### src/rtl/mux_2_1.sv
// 2:1 word selector: combinational output plus a clock-aligned registered copy.
// The registered copy clears asynchronously on rst_n low; the combinational path ignores clk and reset.
module mux_2_1 #(
  parameter int WIDTH = 16
) (
  input  logic [WIDTH-1:0] input1,
  input  logic [WIDTH-1:0] input2,
  input  logic             selector,
  output logic [WIDTH-1:0] output1,
  input  logic             clk,
  input  logic             rst_n,
  output logic [WIDTH-1:0] output1_q
);

  logic [WIDTH-1:0] w_sel;
  logic [WIDTH-1:0] r_sel_q;

  // Plain ?: keeps the standard X-merge behaviour on an unknown selector.
  assign w_sel = selector ? input2 : input1;

  always_ff @(posedge clk or negedge rst_n) begin
    if (!rst_n) begin
      r_sel_q <= '0;
    end else begin
      r_sel_q <= w_sel;
    end
  end

  assign output1   = w_sel;
  assign output1_q = r_sel_q;

endmodule

### config.mk
export PLATFORM = sky130hd
export DESIGN_NAME = mux_2_1
export DESIGN_NICKNAME = d
export VERILOG_FILES = /design/src/rtl/mux_2_1.sv
export SDC_FILE = /design/constraint.sdc
export NUM_CORES = 1
export LEC_CHECK = 0
export BUFFER_PORTS_ARGS = -buffer_cell sky130_fd_sc_hd__buf_2
export CELL_PAD_IN_SITES_DETAIL_PLACEMENT = 1
export CELL_PAD_IN_SITES_GLOBAL_PLACEMENT = 1
export CORE_UTILIZATION = 24
export CTS_CLUSTER_SIZE = 8
export DETAILED_ROUTE_END_ITERATION = 12
export PLACE_DENSITY_LB_ADDON = 0.25
export SLEW_MARGIN = 20
export SYNTH_ARGS = -nofsm -noshare
export SYNTH_HDL_FRONTEND = slang
export SYNTH_SLANG_ARGS = --single-unit
### constraint.sdc
create_clock -name clk -period 0.9 [get_ports clk]
set_clock_uncertainty 0.1 [all_clocks]
set_input_delay 0 -clock clk [delete_from_list [all_inputs] [get_ports clk]]
set_output_delay 0 -clock clk [all_outputs]
set_load 0.02 [all_outputs]
==> metrics.md <==
| Metric | Value |
|---|---|
| Status | finished with violations |
| Failing checks | hold timing |
| Fin. Hold Viols | 16 |
| Pwr/cell area | around 1500 nW/um2 |
| Reg area | approximately 400 um2 |
| CP Class | reg2out |
| RSZ-0062 raised after global routing | true |
| Hold Path Stages | 2 |
| Crit path launch type | flop |
| Drt first pass iters | 2 |
| Clk sinks | 16 |
| Arr. time, crit path | approximately 0.80 ns |
| Max-capacitance violation count | 0 |
| Initial antenna violation count | 0 |
| Slowest CP cell | dfrtp_1 |
| Initial DRC Count | 1 |
| Final Setup Violations | 0 |
| Starting Density | around a quarter |
| Die height | approximately 54 um |
| Main synth FF type | dfrtp_1 |
| Max VDD drop | approximately 0.64 mV |
| Number of enable flip-flop cells after synthesis | 0 |
| Largest net degree at the start of global routing | 17 |
| I/O pins | 67 |
| CTS clk-pin slew, worst paths | around 0.09 ns |
| Routed vias | roughly 560 |
| Die span in x | 54.0 um |
| FILL cells | between 200 and 300 |
| # H-tree levels | 1 |
| Site row count | 18 |
| Critical path peak fanout | 1 |
| Peak Freq | ~1.1 GHz |
| Total track usage | approximately 13% |
| Vias/cell | slightly above 4 |
| Async S/R FF share, synth | 100% |
| CTS max path bufs | 2 |
| Placed Area | roughly 1000 um2 |
| P_leak | a little over 0.6 nW |
| Post-route insts no fill | 135 |
| Met3 usage | slightly above 3% |
| GRT met1 Usage | approximately an eighth |
| Relative slew slack | between 70% and 80% |
| Worst-path cell chain | buf_6 |
| Number of setup buffers added after CTS | 0 |
| Post-synth top area share | 61.7% |
| Seq/Total Area, Yosys | roughly three fifths |
| Multi-input gate area | ~220 um2 |
| CP max stage delay | slightly below 0.4 ns |
| Slew Viols, Final | 0 |
| Final Cycle Share | ~100% |
| GP Congestion | ~0.62 |
| Min-delay worst type | in2reg |
| Diode count | 0 |
| Final Total Pwr | between 0.0015 and 0.002 W |
| Crit end category | output port |
| Most frequent cell after synthesis | dfrtp_1 |
| Dpl hpwl | between 1 and 1.5 mm |
| Share of layout cells above drive strength 1 | between 80 and 90% |
| Max reg flops | 16 |
| Vias in the first global route | around 540 |
| Synthesis-to-finish area growth | 77.6% |
| Port Buffer Count | 66 |
| Delay-heaviest family, CP | flip-flops |
| Root buffer cell | clkbuf_4 |
| Mean routed wirelength per cell | roughly 13 um |
| Post-synth top cells | dfrtp_1, mux2_4, mux2_2 |
| Syn nets | between 60 and 70 |
| Final instance area | ~1200 um2 |
| Number of synthesized register bits | 16 |
| Fin util | 45.7% |
| Routing usage on met2 | about 25% |
| Buf/Inv on CP | 1 |
| Nets@finish | 142 |
| Post-route minimum period | around 0.90 ns |
| Placed Cells incl. Taps | about 130 |
| Most used routing layer | met2 |
| Hold Slack | -0.144 ns |
| Worst path required time | 0.80 ns |
| YS warnings | 0 |
| Stages on worst setup path | 1 |
| Detail Route Antenna Nets | 0 |
| Routed wire length | about 1.7 mm |
| Drt drc | 0 |
| CTS tree | built |
| Global-route wire length before repair | 2.48 mm |
| Core area | 2520 um2 |
| Post-synthesis average cell area | roughly 19 um2 |
| Post-synthesis cell type count | 5 |
| Slew @ Worst Pin | between 0.3 and 0.4 ns |
| Synth area leaders | dfrtp_1, mux2_4, mux2_2 |
| Mapped Cells | 34 |
| CTS hold repair buffers | 1 |
| Total CTS buffers | 3 |
| Synthesized cell area | 649 um2 |
| Cell taking the most area after synthesis | dfrtp_1 |
| Congestion Overflow GR | 0 |
| Die Area | 2920 um2 |
## timing repair
item	in CTS	in global routing
gates resized for setup	31	5
setup endpoints to repair	17	22
hold endpoints to repair	32	16
## report_power, final
| group | internal, W | total (W) | switching (W) |
|---|---|---|---|
| Clock | 0.000155 | 0.000358 | 0.000203 |
| Sequential | 0.000773 | 0.000799 | 0.0000263 |
| Combinational | 0.000279 | 0.000542 | 0.000263 |
## metrics by stage
stage | setup slack, ns | TNS (ns)
final | 0.00124 | 0
after global routing | -0.0387 | -0.392
after CTS | -0.0220 | -0.108
after detailed placement | -0.00167 | -0.00167
after global placement | 0.0180 | 0
after floorplan | 0.0733 | 0
## final timing paths
| kind | startpoint | slack, ns | to |
|---|---|---|---|
| min in group asynchronous | rst_n | 0.06 | output1_q[0] |
| max | output1_q[14] | 0.001 | output1_q[14] |
| max in group asynchronous | rst_n | 0.39 | output1_q[12] |
| min | input2[7] | -0.14 | output1_q[7] |
## kinds of logic (layout without fill, tap and decap cells)
family	count (synthesis)	in the layout	share of synthesized area (%)
DFF	16	16	61.7
muxes	16	16	33.5
buffers and inverters	2	73	4.82
## layer usage
metal | routed length (um) | up-vias
li1 | - | 260
met5 | 0 | -
met3 | 122 | 0
met2 | 1020 | 31
met1 | 587 | 268
met4 | 0 | 0
## layout make-up
class	count	area share, %
Sequential cell	16	34.7
Clock buffer	3	1.95
Tap cell	30	3.25
Timing Repair Buffer	70	41.2
Multi-Input combinational cell	16	18.9
## cell usage in the layout, fill, tap and decap left out, drive strengths merged
cell and count:
buf 69, dfrtp 16, clkbuf 3, dlygate4sd3 1, mux2 16
No activity file was read; power rests on OpenSTA's default activity.
